===== src/rtl/local_nic_if.sv =====
// Core/router-facing bundle of the local NIC: packet-in handshake,
// injection/ejection flits, packet-out handshake and sticky error flags.
// Ports (slave = NIC side):
//   in : pkt_in_valid, pkt_in_xdst, pkt_in_ydst, pkt_in_data, ej_flit, pkt_out_ready
//   out: pkt_in_ready, inj_flit, pkt_out_valid, pkt_out_data, pkt_out_pktid,
//        pkt_out_time, err_dup, err_overflow, err_misroute
interface local_nic_if #(
    parameter int PKT_ID_W  = 4,
    parameter int FLIT_ID_W = 2,
    parameter int TIME_W    = 8,
    parameter int COORD_W   = 3,
    parameter int PAYLOAD_W = 32
);
    localparam int NUM_FLIT   = 2 ** FLIT_ID_W;
    localparam int DATA_W     = NUM_FLIT * PAYLOAD_W;
    localparam int WIDTH_PORT = PKT_ID_W + FLIT_ID_W + TIME_W
                              + 2 * COORD_W + PAYLOAD_W;

    logic                  pkt_in_valid;
    logic                  pkt_in_ready;
    logic [COORD_W-1:0]    pkt_in_xdst;
    logic [COORD_W-1:0]    pkt_in_ydst;
    logic [DATA_W-1:0]     pkt_in_data;
    logic [WIDTH_PORT-1:0] inj_flit;
    logic [WIDTH_PORT-1:0] ej_flit;
    logic                  pkt_out_valid;
    logic                  pkt_out_ready;
    logic [DATA_W-1:0]     pkt_out_data;
    logic [PKT_ID_W-1:0]   pkt_out_pktid;
    logic [TIME_W-1:0]     pkt_out_time;
    logic                  err_dup;
    logic                  err_overflow;
    logic                  err_misroute;

    modport master (
        output pkt_in_valid, pkt_in_xdst, pkt_in_ydst, pkt_in_data,
        output ej_flit, pkt_out_ready,
        input  pkt_in_ready, inj_flit, pkt_out_valid, pkt_out_data,
        input  pkt_out_pktid, pkt_out_time,
        input  err_dup, err_overflow, err_misroute
    );

    modport slave (
        input  pkt_in_valid, pkt_in_xdst, pkt_in_ydst, pkt_in_data,
        input  ej_flit, pkt_out_ready,
        output pkt_in_ready, inj_flit, pkt_out_valid, pkt_out_data,
        output pkt_out_pktid, pkt_out_time,
        output err_dup, err_overflow, err_misroute
    );
endinterface


===== src/rtl/local_nic.sv =====
// Local-port NIC for a bufferless deflection router: packetizes core
// packets into flits and reassembles out-of-order ejected flits.
// Ports: clk, reset (async, active-high), bus (local_nic_if.slave):
//   pkt_in_*  -> injector FSM -> inj_flit (registered, 0 = empty slot)
//   ej_flit   -> reassembly slots -> pkt_out_* register
//   err_dup / err_overflow / err_misroute are sticky until reset.
module local_nic #(
    parameter int X_COORD   = 0,
    parameter int Y_COORD   = 0,
    parameter int PKT_ID_W  = 4,
    parameter int FLIT_ID_W = 2,
    parameter int TIME_W    = 8,
    parameter int COORD_W   = 3,
    parameter int PAYLOAD_W = 32,
    parameter int SLOTS     = 4
) (
    input  logic      clk,
    input  logic      reset,
    local_nic_if.slave bus
);
    localparam int NUM_FLIT   = 2 ** FLIT_ID_W;
    localparam int DATA_W     = NUM_FLIT * PAYLOAD_W;
    localparam int WIDTH_PORT = PKT_ID_W + FLIT_ID_W + TIME_W
                              + 2 * COORD_W + PAYLOAD_W;
    localparam int KEY_W      = PKT_ID_W + TIME_W;
    localparam int SIDX_W     = (SLOTS > 1) ? $clog2(SLOTS) : 1;
    localparam int Y_LSB      = PAYLOAD_W;
    localparam int X_LSB      = Y_LSB + COORD_W;
    localparam int T_LSB      = X_LSB + COORD_W;
    localparam int F_LSB      = T_LSB + TIME_W;
    localparam int P_LSB      = F_LSB + FLIT_ID_W;

    typedef enum logic {IDLE, SEND} state_e;

    // ---------------- injector state ----------------
    state_e                state_q, state_d;
    logic [TIME_W-1:0]     now_q, now_d;
    logic [PKT_ID_W-1:0]   pid_ctr_q, pid_ctr_d;
    logic [PKT_ID_W-1:0]   pid_q, pid_d;
    logic [TIME_W-1:0]     ts_q, ts_d;
    logic [COORD_W-1:0]    xdst_q, xdst_d;
    logic [COORD_W-1:0]    ydst_q, ydst_d;
    logic [DATA_W-1:0]     buf_q, buf_d;
    logic [FLIT_ID_W-1:0]  cnt_q, cnt_d;
    logic [WIDTH_PORT-1:0] inj_q, inj_d;
    logic                  accept;

    // ---------------- reassembly state ----------------
    logic [SLOTS-1:0]      slot_vld_q, slot_vld_d;
    logic [KEY_W-1:0]      slot_key_q  [SLOTS];
    logic [KEY_W-1:0]      slot_key_d  [SLOTS];
    logic [NUM_FLIT-1:0]   slot_mask_q [SLOTS];
    logic [NUM_FLIT-1:0]   slot_mask_d [SLOTS];
    logic [DATA_W-1:0]     slot_data_q [SLOTS];
    logic [DATA_W-1:0]     slot_data_d [SLOTS];

    logic                  out_vld_q, out_vld_d;
    logic [DATA_W-1:0]     out_data_q, out_data_d;
    logic [PKT_ID_W-1:0]   out_pid_q, out_pid_d;
    logic [TIME_W-1:0]     out_time_q, out_time_d;
    logic                  err_dup_q, err_dup_d;
    logic                  err_ovf_q, err_ovf_d;
    logic                  err_mis_q, err_mis_d;

    // ---------------- ejected flit fields ----------------
    logic                  ej_vld;
    logic                  ej_here;
    logic [PKT_ID_W-1:0]   ej_pid;
    logic [FLIT_ID_W-1:0]  ej_fid;
    logic [TIME_W-1:0]     ej_time;
    logic [COORD_W-1:0]    ej_x;
    logic [COORD_W-1:0]    ej_y;
    logic [PAYLOAD_W-1:0]  ej_pay;
    logic [KEY_W-1:0]      ej_key;

    logic                  hit, free_ok, done_ok;
    logic [SIDX_W-1:0]     hit_idx, free_idx, done_idx;

    assign ej_vld  = |bus.ej_flit;
    assign ej_pid  = bus.ej_flit[P_LSB +: PKT_ID_W];
    assign ej_fid  = bus.ej_flit[F_LSB +: FLIT_ID_W];
    assign ej_time = bus.ej_flit[T_LSB +: TIME_W];
    assign ej_x    = bus.ej_flit[X_LSB +: COORD_W];
    assign ej_y    = bus.ej_flit[Y_LSB +: COORD_W];
    assign ej_pay  = bus.ej_flit[PAYLOAD_W-1:0];
    assign ej_key  = {ej_pid, ej_time};
    assign ej_here = (ej_x == COORD_W'(X_COORD))
                  && (ej_y == COORD_W'(Y_COORD));

    // Held low during reset so the core never sees an accept then.
    assign bus.pkt_in_ready = (state_q == IDLE) && !reset;
    assign accept           = bus.pkt_in_valid && bus.pkt_in_ready;

    assign bus.inj_flit      = inj_q;
    assign bus.pkt_out_valid = out_vld_q;
    assign bus.pkt_out_data  = out_data_q;
    assign bus.pkt_out_pktid = out_pid_q;
    assign bus.pkt_out_time  = out_time_q;
    assign bus.err_dup       = err_dup_q;
    assign bus.err_overflow  = err_ovf_q;
    assign bus.err_misroute  = err_mis_q;

    // Timestamp skips 0 so an injected flit is never all-zero.
    always_comb begin
        now_d = (now_q == {TIME_W{1'b1}}) ? TIME_W'(1) : now_q + 1'b1;
    end

    // Injector: flit 0 is registered on the accept edge, the remaining
    // flits follow on consecutive edges; cnt_q tracks the flit on the bus.
    always_comb begin
        state_d   = state_q;
        pid_ctr_d = pid_ctr_q;
        pid_d     = pid_q;
        ts_d      = ts_q;
        xdst_d    = xdst_q;
        ydst_d    = ydst_q;
        buf_d     = buf_q;
        cnt_d     = cnt_q;
        inj_d     = '0;
        unique case (state_q)
            IDLE: begin
                if (accept) begin
                    pid_d     = pid_ctr_q;
                    pid_ctr_d = pid_ctr_q + 1'b1;
                    ts_d      = now_q;
                    xdst_d    = bus.pkt_in_xdst;
                    ydst_d    = bus.pkt_in_ydst;
                    buf_d     = bus.pkt_in_data;
                    cnt_d     = '0;
                    state_d   = SEND;
                    inj_d     = {pid_ctr_q, {FLIT_ID_W{1'b0}}, now_q,
                                 bus.pkt_in_xdst, bus.pkt_in_ydst,
                                 bus.pkt_in_data[PAYLOAD_W-1:0]};
                end
            end
            SEND: begin
                if (cnt_q == {FLIT_ID_W{1'b1}}) begin
                    state_d = IDLE;
                end else begin
                    cnt_d = cnt_q + 1'b1;
                    inj_d = {pid_q, cnt_d, ts_q, xdst_q, ydst_q,
                             buf_q[cnt_d*PAYLOAD_W +: PAYLOAD_W]};
                end
            end
            default: state_d = IDLE;
        endcase
    end

    // Slot lookup: descending scan so the lowest index wins.
    always_comb begin
        hit      = 1'b0;
        hit_idx  = '0;
        free_ok  = 1'b0;
        free_idx = '0;
        done_ok  = 1'b0;
        done_idx = '0;
        for (int i = SLOTS - 1; i >= 0; i--) begin
            if (slot_vld_q[i] && (slot_key_q[i] == ej_key)) begin
                hit     = 1'b1;
                hit_idx = SIDX_W'(i);
            end
            if (!slot_vld_q[i]) begin
                free_ok  = 1'b1;
                free_idx = SIDX_W'(i);
            end
            if (slot_vld_q[i] && (&slot_mask_q[i])) begin
                done_ok  = 1'b1;
                done_idx = SIDX_W'(i);
            end
        end
    end

    // Reassembly and output register. Slot freeing uses the registered
    // valid bits, so a slot freed now is only allocatable next cycle.
    always_comb begin
        slot_vld_d  = slot_vld_q;
        slot_key_d  = slot_key_q;
        slot_mask_d = slot_mask_q;
        slot_data_d = slot_data_q;
        out_vld_d   = out_vld_q;
        out_data_d  = out_data_q;
        out_pid_d   = out_pid_q;
        out_time_d  = out_time_q;
        err_dup_d   = err_dup_q;
        err_ovf_d   = err_ovf_q;
        err_mis_d   = err_mis_q;
        if (ej_vld) begin
            if (!ej_here) begin
                err_mis_d = 1'b1;
            end else if (hit) begin
                if (slot_mask_q[hit_idx][ej_fid]) begin
                    err_dup_d = 1'b1;
                end else begin
                    slot_mask_d[hit_idx][ej_fid] = 1'b1;
                    slot_data_d[hit_idx][ej_fid*PAYLOAD_W +: PAYLOAD_W] = ej_pay;
                end
            end else if (free_ok) begin
                slot_vld_d[free_idx]  = 1'b1;
                slot_key_d[free_idx]  = ej_key;
                slot_mask_d[free_idx] = NUM_FLIT'(1) << ej_fid;
                slot_data_d[free_idx][ej_fid*PAYLOAD_W +: PAYLOAD_W] = ej_pay;
            end else begin
                err_ovf_d = 1'b1;
            end
        end
        if (!out_vld_q || bus.pkt_out_ready) begin
            out_vld_d = done_ok;
            if (done_ok) begin
                out_data_d           = slot_data_q[done_idx];
                out_pid_d            = slot_key_q[done_idx][KEY_W-1 -: PKT_ID_W];
                out_time_d           = slot_key_q[done_idx][TIME_W-1:0];
                slot_vld_d[done_idx] = 1'b0;
            end
        end
    end

    always_ff @(posedge clk or posedge reset) begin
        if (reset) begin
            state_q    <= IDLE;
            now_q      <= TIME_W'(1);
            pid_ctr_q  <= '0;
            pid_q      <= '0;
            ts_q       <= '0;
            xdst_q     <= '0;
            ydst_q     <= '0;
            buf_q      <= '0;
            cnt_q      <= '0;
            inj_q      <= '0;
            slot_vld_q <= '0;
            out_vld_q  <= 1'b0;
            out_data_q <= '0;
            out_pid_q  <= '0;
            out_time_q <= '0;
            err_dup_q  <= 1'b0;
            err_ovf_q  <= 1'b0;
            err_mis_q  <= 1'b0;
            for (int i = 0; i < SLOTS; i++) begin
                slot_key_q[i]  <= '0;
                slot_mask_q[i] <= '0;
                slot_data_q[i] <= '0;
            end
        end else begin
            state_q    <= state_d;
            now_q      <= now_d;
            pid_ctr_q  <= pid_ctr_d;
            pid_q      <= pid_d;
            ts_q       <= ts_d;
            xdst_q     <= xdst_d;
            ydst_q     <= ydst_d;
            buf_q      <= buf_d;
            cnt_q      <= cnt_d;
            inj_q      <= inj_d;
            slot_vld_q <= slot_vld_d;
            out_vld_q  <= out_vld_d;
            out_data_q <= out_data_d;
            out_pid_q  <= out_pid_d;
            out_time_q <= out_time_d;
            err_dup_q  <= err_dup_d;
            err_ovf_q  <= err_ovf_d;
            err_mis_q  <= err_mis_d;
            for (int i = 0; i < SLOTS; i++) begin
                slot_key_q[i]  <= slot_key_d[i];
                slot_mask_q[i] <= slot_mask_d[i];
                slot_data_q[i] <= slot_data_d[i];
            end
        end
    end
endmodule

===== src/flat_wrapper.sv =====
// flat-port wrapper written by rule: the top's interface ports become plain ports
module local_nic_flat 
#(
    parameter int X_COORD   = 0,
    parameter int Y_COORD   = 0,
    parameter int PKT_ID_W  = 4,
    parameter int FLIT_ID_W = 2,
    parameter int TIME_W    = 8,
    parameter int COORD_W   = 3,
    parameter int PAYLOAD_W = 32,
    parameter int SLOTS     = 4
)
  (clk, reset, bus_pkt_in_valid, bus_pkt_in_xdst, bus_pkt_in_ydst, bus_pkt_in_data, bus_ej_flit, bus_pkt_out_ready, bus_pkt_in_ready, bus_inj_flit, bus_pkt_out_valid, bus_pkt_out_data, bus_pkt_out_pktid, bus_pkt_out_time, bus_err_dup, bus_err_overflow, bus_err_misroute);
  local_nic_if #(.PKT_ID_W(PKT_ID_W), .FLIT_ID_W(FLIT_ID_W), .TIME_W(TIME_W), .COORD_W(COORD_W), .PAYLOAD_W(PAYLOAD_W)) bus_i ();
  input  logic clk;
  input  logic reset;
  input wire logic [$bits(bus_i.pkt_in_valid)-1:0] bus_pkt_in_valid;
  input wire logic [$bits(bus_i.pkt_in_xdst)-1:0] bus_pkt_in_xdst;
  input wire logic [$bits(bus_i.pkt_in_ydst)-1:0] bus_pkt_in_ydst;
  input wire logic [$bits(bus_i.pkt_in_data)-1:0] bus_pkt_in_data;
  input wire logic [$bits(bus_i.ej_flit)-1:0] bus_ej_flit;
  input wire logic [$bits(bus_i.pkt_out_ready)-1:0] bus_pkt_out_ready;
  output wire logic [$bits(bus_i.pkt_in_ready)-1:0] bus_pkt_in_ready;
  output wire logic [$bits(bus_i.inj_flit)-1:0] bus_inj_flit;
  output wire logic [$bits(bus_i.pkt_out_valid)-1:0] bus_pkt_out_valid;
  output wire logic [$bits(bus_i.pkt_out_data)-1:0] bus_pkt_out_data;
  output wire logic [$bits(bus_i.pkt_out_pktid)-1:0] bus_pkt_out_pktid;
  output wire logic [$bits(bus_i.pkt_out_time)-1:0] bus_pkt_out_time;
  output wire logic [$bits(bus_i.err_dup)-1:0] bus_err_dup;
  output wire logic [$bits(bus_i.err_overflow)-1:0] bus_err_overflow;
  output wire logic [$bits(bus_i.err_misroute)-1:0] bus_err_misroute;
  assign bus_i.pkt_in_valid = bus_pkt_in_valid;
  assign bus_i.pkt_in_xdst = bus_pkt_in_xdst;
  assign bus_i.pkt_in_ydst = bus_pkt_in_ydst;
  assign bus_i.pkt_in_data = bus_pkt_in_data;
  assign bus_i.ej_flit = bus_ej_flit;
  assign bus_i.pkt_out_ready = bus_pkt_out_ready;
  assign bus_pkt_in_ready = bus_i.pkt_in_ready;
  assign bus_inj_flit = bus_i.inj_flit;
  assign bus_pkt_out_valid = bus_i.pkt_out_valid;
  assign bus_pkt_out_data = bus_i.pkt_out_data;
  assign bus_pkt_out_pktid = bus_i.pkt_out_pktid;
  assign bus_pkt_out_time = bus_i.pkt_out_time;
  assign bus_err_dup = bus_i.err_dup;
  assign bus_err_overflow = bus_i.err_overflow;
  assign bus_err_misroute = bus_i.err_misroute;
  local_nic #(.X_COORD(X_COORD), .Y_COORD(Y_COORD), .PKT_ID_W(PKT_ID_W), .FLIT_ID_W(FLIT_ID_W), .TIME_W(TIME_W), .COORD_W(COORD_W), .PAYLOAD_W(PAYLOAD_W), .SLOTS(SLOTS)) u_core (.clk(clk), .reset(reset), .bus(bus_i));
endmodule

===== config.mk =====
export PLATFORM = sky130hd
export DESIGN_NAME = local_nic_flat
export DESIGN_NICKNAME = d
export VERILOG_FILES = /design/src/rtl/local_nic_if.sv /design/src/rtl/local_nic.sv /design/src/flat_wrapper.sv
export SDC_FILE = /design/constraint.sdc
export NUM_CORES = 2
export LEC_CHECK = 0
export BUFFER_PORTS_ARGS = -buffer_cell sky130_fd_sc_hd__clkbuf_2
export CELL_PAD_IN_SITES_DETAIL_PLACEMENT = 1
export CELL_PAD_IN_SITES_GLOBAL_PLACEMENT = 2
export CORE_ASPECT_RATIO = 0.8
export CORE_MARGIN = 2
export CORE_UTILIZATION = 42
export CTS_BUF_LIST = sky130_fd_sc_hd__clkbuf_2
export CTS_CLUSTER_DIAMETER = 100
export CTS_CLUSTER_SIZE = 20
export DETAILED_ROUTE_END_ITERATION = 6
export PLACE_DENSITY_LB_ADDON = 0.1
export SLEW_MARGIN = 5
export SYNTH_ARGS = -nofsm -noshare
export SYNTH_HDL_FRONTEND = slang
export SYNTH_SLANG_ARGS = --single-unit

===== constraint.sdc =====
create_clock -name clk -period 36.5 [get_ports clk]
set_input_delay 5.475 -clock clk [delete_from_list [all_inputs] [get_ports clk]]
set_output_delay 5.475 -clock clk [all_outputs]
set_load 0.01 [all_outputs]

Word-level counts from Yosys, hierarchy flattened
Cells that the tools add are included.

$add $sub $neg: 4. $lt $le $gt $ge: 11. Equality and inequality tests: 9. Shifts and indexed selects: 4. Muxes and demuxes: 77. Bitwise logic cells: 11. Reduce and logical (&&, ||, !) cells: 35.

Operators by type and width (number): two-way mux 512 bit (3); bitwise mux 512 bit (2); demux 128 bit (select 2 bit) (2); two-way mux 128 bit (4); binary-select mux 128 bit (select 2 bit) (1); variable shift 32 x 34 -> 128 bit (first input constant) (1); indexed part select 128 x 8 -> 32 bit (1); indexed part select 32 x 34 -> 128 bit (1); two-way mux 52 bit (2); case mux 52 bit (2 select lines) (1); OR reduction 52 bit (1); bitwise mux 48 bit (1); equality test 12 bit (4); two-way mux 16 bit (3); two-way mux 4 bit (10); two-way mux 12 bit (3); negation 7 -> 34 bit (1); AND reduction 4 bit (8); two-way mux 2 bit (14); binary-select mux 12 bit (select 2 bit) (1); demux 12 bit (select 2 bit) (1); two-way mux 1 bit (18); bitwise mux 16 bit (1); demux 4 bit (select 2 bit) (2); 30 further kinds (65).

Register bits: 937. Bits of input ports: 190. Output and inout bits: 197. Logic and storage cells: 181.

Logic depth before layout (Yosys ltp)
Word-level depth: 16. Mapped depth: 15. Mapped depth without buffers: 10.

Worst setup path before layout
OpenSTA, ideal clock, no wires.

Path kind: input port to output port. Start: input port reset. End: output port bus_pkt_in_ready. Arrival time: 5.695 ns. Required time: 31.025 ns. Setup slack: 25.330 ns. Cell stages on the path: 1. Path buffers: 0. Cells stage by stage: nor2_1.

Cells in the longest elaborated chain, start to end: 2.

RTL lines: start, declared (RTL line flat_wrapper.sv:16) `input logic reset;`; zero test 1 bit (RTL line local_nic.sv:91) `assign bus.pkt_in_ready = (state_q == IDLE) && !reset;`; logical AND 1 bit (RTL line local_nic.sv:91); end, declared (RTL line flat_wrapper.sv:23) `output wire logic [$bits(bus_i.pkt_in_ready)-1:0] bus_pkt_in_ready;`.

No other way between the ends.

Final worst setup path
Same ends and word-level chain as after synthesis.

==> results.json <==
{
  "drive_gt1_share_pct": 29.7,
  "die_w_um": 350,
  "grt.met2_usage_pct": 40.9,
  "firstDrtPassIters": 7,
  "synth_seq_cells": 937,
  "period_share_pct": 32.0,
  "worstHoldEndpoint": "u_core.bus.pkt_out_data[119]$_DFFE_PP0P_",
  "grt_pass1_wl_um": 189000,
  "whs_path_depth": 2,
  "synth-seq-area-share_pct": 58.2,
  "portBuffers": 386,
  "ant_nets": 0,
  "worst-r2r-cell-count": 8,
  "antenna_found_initial": 18,
  "reg2reg_to": "u_core.slot_data_q[399]$_DFFE_PP0P_",
  "critPathRequiredTime_ns": 31.02,
  "layout_commonest_cell": "dfrtp_1",
  "grt_max_degree": 212,
  "synth.avg_cell_area_um2": 12.2,
  "yosysUniqueCellTypes": 72,
  "hold_violations": 0,
  "cts_buffers": 52,
  "place_ws_ns": 24.82,
  "cts_setup_buffers": 0,
  "ys_top_cells_by_area": "dfrtp_1 (58%), mux2_2 (12%), nand2_1 (6.6%), a222oi_1 (3.6%), mux2_4 (2.2%)",
  "clock_latency_ns": 1.39,
  "drv_slew": 0,
  "setup.worst_path.start_class": "primary input",
  "critPathKind": "in2out",
  "min_from": "u_core.slot_data_q[503]$_DFFE_PP0P_",
  "whs_ns": 0.485,
  "die_area_mm2": 0.0985,
  "post-dp-hpwl_um": 78600,
  "path_common_cell": "clkbuf_2",
  "area_delta_synth_final_pct": 8.49,
  "violations": "DRC",
  "yosys_warnings": 0,
  "outcome": "complete, but fails checks",
  "gr-total-overflow": 0,
  "drv_cap": 0,
  "p_per_area_mw_per_mm2": 44.7,
  "grt_pass1_vias": 30071,
  "grtUsageTotal_pct": 25.2,
  "num_vias": 27769,
  "setup_slack_ns": 24.82,
  "slew_headroom_pct": 22.3,
  "finalPower_mw": 1.95,
  "viasPerCell": 5.69,
  "r2r_slack_ns": 31.99,
  "top_usage_layer": "met2",
  "gp_congestion": 0.850,
  "yosysTopAreaCell": "dfrtp_1",
  "layout_common_cells": "dfrtp_1 (935), nand2_1 (709), clkbuf_2 (451)",
  "period_needed_ns": 11.68,
  "yosysTopAreaCellShare_pct": 58.1,
  "synth_edf_count": 0,
  "nets": 3767,
  "wl_per_cell_um": 25.5,
  "grt_setup_unrepaired": "no",
  "core_area_mm2": 0.0950,
  "clockRootBuffer": "clkbuf_2",
  "drcViolationCount": 7,
  "routed_wirelength_um": 124000,
  "die_y_um": 281,
  "async_reset_ff_share_pct": 100,
  "setup_tns_ns": 0,
  "synthesis.area_mm2": 0.0403,
  "cellLeakagePower_nw": 21.2,
  "clkSinkCount": 937,
  "io_pins": 387,
  "worstPathCellList": "clkbuf_2 > nor2_1 > clkbuf_2",
  "synth-main-ff-cell": "dfrtp_1",
  "path_clk_slew_ns": 0.37,
  "cts_tree": "built",
  "vdd_ir_drop_max_mv": 0.0329,
  "slowest_stage": "nor2_1",
  "cp_max_fo": 3,
  "critPathCaptureType": "output port",
  "syn_nets": 3513,
  "cts.repair.resized": 0,
  "hp-class": "reg2reg",
  "rows": 101,
  "cts.path.max_buffers": 3,
  "met3_usage_pct": 4.37,
  "cts_max_level": 2,
  "worst_ep_arrival_time_ns": 6.20,
  "slowest_delay_ns": 0.38,
  "timing.fmax_mhz": 85.6,
  "start_util_pct": 42.4,
  "use_met1_pct": 35.1,
  "tightest_slew_ns": 1.17,
  "first_iter_violations": 2367,
  "fin_skew_ns": 0.148,
  "r2r-start": "u_core.slot_key_q[46]$_DFFE_PP0P_",
  "syn_inst": 3314,
  "setup_viol": 0,
  "postCtsHoldBufs": 0
}
-- per-layer routing --
metal  vias up  part of all wire (%)
li1      12181                     -
met1     14745                    44
met2       707                    48
met3       134                   6.1
met4         2                   2.2
met5         -                0.0072
-- registers in the layout, indices dropped and copies added, names as in the netlist, 2 cells and up --
| register | cells |
|---|---|
| u_core.slot_vld_q | 4 |
| u_core.slot_mask_q | 16 |
| u_core.xdst_q | 3 |
| u_core.ts_q | 8 |
| u_core.buf_q | 128 |
| u_core.slot_data_q | 512 |
| u_core.bus.inj_flit | 52 |
| u_core.bus.pkt_out_data | 128 |
| u_core.bus.pkt_out_pktid | 4 |
| u_core.cnt_q | 2 |
| u_core.ydst_q | 3 |
| u_core.bus.pkt_out_time | 8 |
| u_core.now_q | 8 |
| u_core.slot_key_q | 48 |
| u_core.pid_ctr_q | 4 |
| u_core.pid_q | 4 |
-- worst max-delay path by stage --
stage	from	to	slack, ns	cells past startpoint
2_1_floorplan	reset	u_core.buf_q[0]$_DFFE_PP0P_	4.68	1
3_3_place_gp	reset	bus_pkt_in_ready	24.79	3
3_5_place_dp	reset	bus_pkt_in_ready	24.82	3
4_1_cts	reset	bus_pkt_in_ready	24.82	3
5_1_grt	reset	bus_pkt_in_ready	24.78	3
6_report	reset	bus_pkt_in_ready	24.82	3
-- where the power goes --
part	switching, mW	internal, mW
sequential	0.0602	1.15
clock	0.321	0.0461
combinational	0.221	0.154
total	0.603	1.35
-- Yosys cell counts (all sizes together) (15+ instances only) --
master and n:
a222oi 143, a31oi 146, and2 137, buf 78, clkbuf 154, dfrtp 936
mux2 561, mux4 32, nand2 711, nand4 15, nor2 159, nor4 21
xnor2 41, xor2 17
-- stage by stage --
step           instance area [um2]  std cells  utilization [%]
2_1_floorplan                40300       3314                -
3_3_place_gp                 43400       4801             45.6
3_5_place_dp                 43400       4801             45.6
4_1_cts                      43700       4869             46.0
5_1_grt                      43700       4872             46.0
6_report                     43700       4879             46.0
-- layout make-up --
class                      count  area [um2]
antenna                       10        25.0
clock buffer                  65         325
clock inverter                 3        12.5
fill                       10120       51300
inverter                      11        48.8
multi-input combinational   2134       16000
sequential                   937       23500
tap                         1287        1610
timing repair buffer         432        2300
-- logic make-up (layout without fill, tap and decap cells) --
logic type / after synthesis / in the layout / synth area share, %
AND/OR/NAND/NOR: 1114 / 1114 / 12.0
flip-flops: 937 / 937 / 58.2
multiplexers: 597 / 597 / 18.1
AO/OA/AOI/OAI: 356 / 356 / 7.43
buffers and inverters: 243 / 511 / 2.66
XOR/XNOR: 58 / 58 / 1.28
adder cells (fa/ha/maj): 9 / 9 / 0.279
other: 0 / 10 / 0
-- worst max-delay path: cells and delay by family --
family	cells	cell delay, ns
buffers and inverters	2	0.35
AND/OR/NAND/NOR	1	0.38
(Power assumes the default switching activity.)
